<file path="src/rtl/weight_buffer_core.sv">
// Asymmetric weight store: wide word writes, narrow lane reads, self-filling after reset.
// Read latency 2 cycles, one read per cycle; no backpressure, requests during init are dropped.
module weight_buffer_core #(
   parameter int RD_WIDTH      = 16,
   parameter int WR_WIDTH      = 64,
   parameter int RD_ADDR_WIDTH = 7,
   parameter int WR_ADDR_WIDTH = 5
) (
   input  logic                     clk,
   input  logic                     reset,
   input  logic                     write_req,
   input  logic [WR_ADDR_WIDTH-1:0] write_addr,
   input  logic [WR_WIDTH-1:0]      write_data,
   input  logic                     read_req,
   input  logic [RD_ADDR_WIDTH-1:0] read_addr,
   output logic [RD_WIDTH-1:0]      read_data,
   output logic                     read_data_valid,
   output logic                     init_busy
);

   localparam int LSB   = RD_ADDR_WIDTH - WR_ADDR_WIDTH;
   localparam int LANES = WR_WIDTH / RD_WIDTH;
   localparam int DEPTH = 1 << WR_ADDR_WIDTH;

   typedef enum logic {
      ST_INIT  = 1'b0,
      ST_READY = 1'b1
   } state_t;

   state_t                   state;
   state_t                   state_nxt;
   logic [WR_ADDR_WIDTH-1:0] init_cnt;

   logic [WR_WIDTH-1:0]      mem [DEPTH];
   logic                     mem_we;
   logic [WR_ADDR_WIDTH-1:0] mem_waddr;
   logic [WR_WIDTH-1:0]      mem_wdata;
   logic [WR_WIDTH-1:0]      init_word;
   logic                     rd_accept;

   logic                     s1_vld;
   logic [WR_WIDTH-1:0]      s1_word;
   logic [LSB-1:0]           s1_lane;
   logic [RD_WIDTH-1:0]      lane_dat;

   // State register; the init counter wraps back to zero as the fill completes.
   always_ff @(posedge clk) begin
      if (reset) begin
         state    <= ST_INIT;
         init_cnt <= '0;
      end else begin
         state <= state_nxt;
         if (state == ST_INIT) begin
            init_cnt <= init_cnt + 1'b1;
         end
      end
   end

   always_comb begin
      state_nxt = state;
      case (state)
         ST_INIT:  if (&init_cnt) state_nxt = ST_READY;
         ST_READY: state_nxt = ST_READY;
         default:  state_nxt = ST_INIT;
      endcase
   end

   // Init pattern: every lane holds its own weight address, sized to the lane.
   always_comb begin
      init_word = '0;
      for (int k = 0; k < LANES; k++) begin
         init_word[k*RD_WIDTH +: RD_WIDTH] = RD_WIDTH'({init_cnt, LSB'(k)});
      end
   end

   always_comb begin
      init_busy = 1'b0;
      mem_we    = 1'b0;
      mem_waddr = write_addr;
      mem_wdata = write_data;
      rd_accept = 1'b0;
      case (state)
         ST_INIT: begin
            init_busy = 1'b1;
            mem_we    = !reset;
            mem_waddr = init_cnt;
            mem_wdata = init_word;
         end
         ST_READY: begin
            mem_we    = write_req && !reset;
            rd_accept = read_req && !reset;
         end
         default: begin
            init_busy = 1'b1;
         end
      endcase
   end

   always_ff @(posedge clk) begin
      if (mem_we) begin
         mem[mem_waddr] <= mem_wdata;
      end
   end

   // Stage 1 reads the array with non-blocking semantics, so a same-edge write is not seen.
   always_ff @(posedge clk) begin
      if (reset) begin
         s1_vld <= 1'b0;
      end else begin
         s1_vld <= rd_accept;
      end
   end

   always_ff @(posedge clk) begin
      if (rd_accept) begin
         s1_word <= mem[read_addr[RD_ADDR_WIDTH-1:LSB]];
         s1_lane <= read_addr[LSB-1:0];
      end
   end

   always_comb begin
      lane_dat = '0;
      for (int k = 0; k < LANES; k++) begin
         if (s1_lane == LSB'(k)) begin
            lane_dat = s1_word[k*RD_WIDTH +: RD_WIDTH];
         end
      end
   end

   always_ff @(posedge clk) begin
      if (reset) begin
         read_data       <= '0;
         read_data_valid <= 1'b0;
      end else begin
         read_data_valid <= s1_vld;
         if (s1_vld) begin
            read_data <= lane_dat;
         end
      end
   end

endmodule
</file>
<file path="config.mk">
export PLATFORM = sky130hd
export DESIGN_NAME = weight_buffer_core
export DESIGN_NICKNAME = d
export VERILOG_FILES = /design/src/rtl/weight_buffer_core.sv
export SDC_FILE = /design/constraint.sdc
export NUM_CORES = 2
export LEC_CHECK = 0
export ABC_AREA = 0
export BUFFER_PORTS_ARGS = -buffer_cell sky130_fd_sc_hd__buf_2
export CAP_MARGIN = 15
export CORE_ASPECT_RATIO = 0.75
export CORE_MARGIN = 2
export CORE_UTILIZATION = 67
export DETAILED_ROUTE_END_ITERATION = 16
export PLACE_DENSITY_LB_ADDON = 0.1
export SLEW_MARGIN = 25
export SYNTH_ARGS = -nofsm -noshare
export SYNTH_HDL_FRONTEND = slang
export SYNTH_SLANG_ARGS = --single-unit
</file>
<file path="constraint.sdc">
create_clock -name clk -period 18 [get_ports clk]
set_input_delay 2.7 -clock clk [delete_from_list [all_inputs] [get_ports clk]]
set_output_delay 2.7 -clock clk [all_outputs]
set_load 0.1 [all_outputs]
</file>
# Yosys cells after proc, flatten, opt, wreduce, memory -nomap -nowiden
# Memory sizes are Yosys's and may differ from the RTL's. A register that Yosys moved wholly into a read port is not among the register bits.
# Cells that the tools add are included.
# totals
regBits	26
latch_bits	0
ram_bits	2048
rom_bits	0
input_bits	80
out_inout_bits	18
mem_count	1
# memory_table
memory	words	word_bits	rd	rd_clocked_by_memory_dff	write_ports	line	text
mem	32	64	1	1	1	34	logic [WR_WIDTH-1:0] mem [DEPTH];
# classes
n_addsub	1
n_mul	0
div	0
magnitude_cmp	0
n_eq_ne	3
shift	0
mux	13
bitwise_logic	1
reduce_logical	5
# op_table
operator	n
two-way mux 16 bit	4
two-way mux 64 bit	1
adder 5 x 1 -> 5 bit, second input constant	1
two-way mux 1 bit	5
two-way mux 5 bit	1
AND reduction 5 bit	1
equality test 2 bit, second input constant	2
case mux 1 bit (2 select lines)	2
equality test 2 x 1 -> 1 bit, second input constant	1
logical AND 1 bit	2
zero test 2 bit	1
zero test 1 bit	1
NOT 1 bit	1

# Longest topological paths before layout
# depth
word_depth	5
ltp_mapped	10

# Worst setup path before layout
# No wires, ideal clock.
# synth_timing
path_type	input-to-reg
startpoint	input reset
endpoint	register s1_lane[0] (enable)
arrival_time_ns	7.732
path_slack_ns	9.683
path_stages	2
path_cell_list	clkbuf_1 -> nor3b_1
# synth_via
elab_chain_cells	3
# synth_lines
item	line	text
start: declaration	10	input logic reset,
zero test 1 bit	91	rd_accept = read_req && !reset;
logical AND 1 bit	91	
two-way mux 1 bit	82	case (state)
net rd_accept	39	logic rd_accept;
end signal: assignment	117	s1_lane <= read_addr[LSB-1:0];
end: declaration	43	logic [LSB-1:0] s1_lane;
# The timed path passes the listed nets, and every way through them passes these cells.
# A chain may end at the register's enable or synchronous reset.

==> flow_summary.json <==
{
  "postCtsHoldBufs": 0,
  "use_met1": 0.502,
  "rsz0062_at_grt": "no",
  "met2_usage": 0.528,
  "fin_skew_ns": 0.0273,
  "cts_resized": 0,
  "clock_sinks": 2138,
  "cts_tree": "done",
  "ios": 98,
  "yosysWarningCount": 0,
  "grt.total_usage": 0.346,
  "area_delta_synth_final_pct": 10.6,
  "numCtsBuffers": 190,
  "ys_seq_area_frac": 0.791,
  "whs_endpoint": "read_data[7]$_SDFFE_PP0P_",
  "synth.distinct_cells": 45,
  "layout-drive-gt1-share": 0.271,
  "gr-usage-met3": 0.0730,
  "p_per_area_mw_per_mm2": 110,
  "drt_iter0_drc": 6305,
  "final_nets": 3800,
  "tns_ns": 0,
  "post_cts_buffers": 0,
  "grt_pass1_vias": 39700,
  "grt_overflow": 0,
  "peakVddDrop_uv": 132,
  "die_h_um": 305,
  "synth_seq_cells": 2138,
  "rows": 110,
  "cts-root-buf": "clkbuf_16",
  "fin_util": 0.746,
  "via_per_inst": 7.26,
  "switchingPower_mw": 1.97,
  "design.core.area_mm2": 0.120,
  "min_path_type": "flip-flop to flip-flop",
  "die_x_um": 405,
  "ys.flop_type": "edfxtp_1",
  "path_clk_slew_ns": 0.06,
  "start_util": 0.675,
  "clockBufferDepth": 3,
  "end_kind": "flip-flop",
  "arrival_ns": 6.44,
  "hp-start": "read_data[7]$_SDFFE_PP0P_",
  "place_congestion": 0.791,
  "cp_max_fo": 76,
  "reg2reg_from": "state$_SDFF_PP0_",
  "setup_viol": 0,
  "hold_path_depth": 2,
  "netlist_area_mm2": 0.0809,
  "p_clk_frac": 0.408,
  "worstRegToRegCells": 7,
  "vias": 40000,
  "drc": 0,
  "switching_share": 0.200,
  "first_pass_iters": 6,
  "p_int_mw": 7.87,
  "layout_common_cells": "2114 x edfxtp_1, 472 x mux4_2, 197 x clkbuf_16",
  "grt-busiest-layer": "met2",
  "wl_per_cell_um": 37.9,
  "portBuffers": 97,
  "report.final.slew_viol_count": 0,
  "nFillCells": 6335,
  "ff2ff_setup_slack_ns": 13.38,
  "drv_cap": 0,
  "insertion_delay_ns": 0.82,
  "start_kind": "input port",
  "layout_commonest_cell": "edfxtp_1",
  "postSynthAreaPerCell_um2": 23.0,
  "synth_edf_count": 2114,
  "finalWirelength_mm": 208,
  "ctsHtreeMaxLevel": 4,
  "die_area_mm2": 0.124,
  "status": "completed",
  "dpl.hpwl_mm": 103,
  "tightest_slew_ns": 1.16,
  "synth_cells": 3516,
  "reg2reg_to": "mem[13][30]$_DFFE_PP_",
  "p_comb_frac": 0.037,
  "syn-num-nets": 3598,
  "hold_viol_final": 0,
  "worst-setup-path-type": "input port to flip-flop",
  "async_flop_share": 0,
  "grt_max_degree": 144,
  "antenna_found_initial": 6,
  "grt_pass1_wl_mm": 294,
  "fin_crit_sh": 0.327,
  "maxSlewHeadroom": 0.225,
  "p_leak_nw": 27.8,
  "worst_ep_required_time_ns": 18.55,
  "ant_nets": 0,
  "seq_power_share": 0.555,
  "max_freq_ghz": 0.170,
  "finalCriticalPeriod_ns": 5.89
}
## registers in the layout (all words and copies together), names as in the netlist
signal           cells
read_data           16
init_cnt             5
s1_word             64
s1_lane              2
state                1
s1_vld               1
read_data_valid      1
mem               2048
## metrics by stage
| stage | hold slack (ns) | instances | cell area (um2) | worst slack [ns] | total power, mW |
|---|---|---|---|---|---|
| finish | 0.488 | 5501 | 89500 | 12.11 | 9.85 |
| global route | 0.511 | 5499 | 89500 | 11.81 | 10.1 |
| CTS | 0.497 | 5497 | 89400 | 11.89 | 9.88 |
| detailed placement | 0.481 | 5148 | 83300 | 11.01 | 5.93 |
| global placement | 0.474 | 5148 | 83200 | 11.15 | 5.92 |
| floorplan | 0.501 | 3516 | 80900 | 9.68 | 5.83 |
## routing by layer
layer	share of wire	vias up	wire, um
met3	0.13	493	26400
met4	0.042	2	8800
met1	0.36	21000	74100
li1	-	15500	-
met5	0.000082	-	17
met2	0.48	2958	99000
## Yosys cell counts, types with 18 or more instances
master | count | area share
edfxtp_1 | 2114 | 0.78
mux2i_1 | 85 | 0.011
and2_1 | 46 | 0.0036
mux4_1 | 18 | 0.0058
o221a_2 | 30 | 0.0042
buf_6 | 20 | 0.0028
mux4_2 | 472 | 0.13
buf_2 | 66 | 0.0041
nor2_1 | 64 | 0.0030
buf_4 | 19 | 0.0018
o22ai_1 | 176 | 0.014
a22oi_1 | 38 | 0.0035
nand2_1 | 75 | 0.0035
dfxtp_1 | 24 | 0.0059
nor3_1 | 34 | 0.0021
nor2b_1 | 22 | 0.0017
clkbuf_1 | 62 | 0.0029
## cell families (layout without fill, tap and decap cells)
kind of cell,count (synthesis),in the layout,share of synthesized area
and+or+nand+nor,308,308,0.0189
xor gates and xnor gates,2,2,0.000217
AOI/OAI and AO/OA,296,296,0.0261
other,0,2,0
adders and majority gates,2,2,0.000309
DFF,2138,2138,0.791
muxes,576,576,0.148
buffers and inverters,194,553,0.0159
## power by group through the flow
stage | combinational (mW) | clock, mW | sequential [mW]
2_1_floorplan | 0.259 | 0 | 5.57
3_3_place_gp | 0.354 | 0 | 5.56
3_5_place_dp | 0.363 | 0 | 5.57
4_1_cts | 0.365 | 4.05 | 5.46
5_1_grt | 0.386 | 4.24 | 5.46
6_report | 0.367 | 4.02 | 5.46
## cell type report
type                       count  area, um2  share of cell area
antenna                        2       5.00           0.0000559
timing repair buffer         202       1360              0.0152
clock inverter               102        922              0.0103
clock buffer                 247       5200              0.0581
multi-input combinational   1184      16000               0.179
sequential                  2138      64000               0.715
tap                         1624       2030              0.0227
inverter                       2       7.51           0.0000839
## worst max-delay path, stage by stage
cell,delay [ns]
buf_8,0.64
buf_4,0.75
buf_4,0.56
buf_6,0.64
mux4_2,0.59
o22ai_1,0.24
nor4_1,0.13
## worst max path at each step
| stage | from | end | slack, ns |
|---|---|---|---|
| after floorplan | reset | s1_lane[0]$_DFFE_PP_ | 9.68 |
| after global placement | read_addr[2] | s1_word[30]$_DFFE_PP_ | 11.15 |
| after detailed placement | read_addr[2] | s1_word[8]$_DFFE_PP_ | 11.01 |
| after CTS | read_addr[2] | s1_word[8]$_DFFE_PP_ | 11.89 |
| after global routing | read_addr[2] | s1_word[8]$_DFFE_PP_ | 11.81 |
| final | read_addr[2] | s1_word[8]$_DFFE_PP_ | 12.11 |
(Power assumes the default switching activity.)
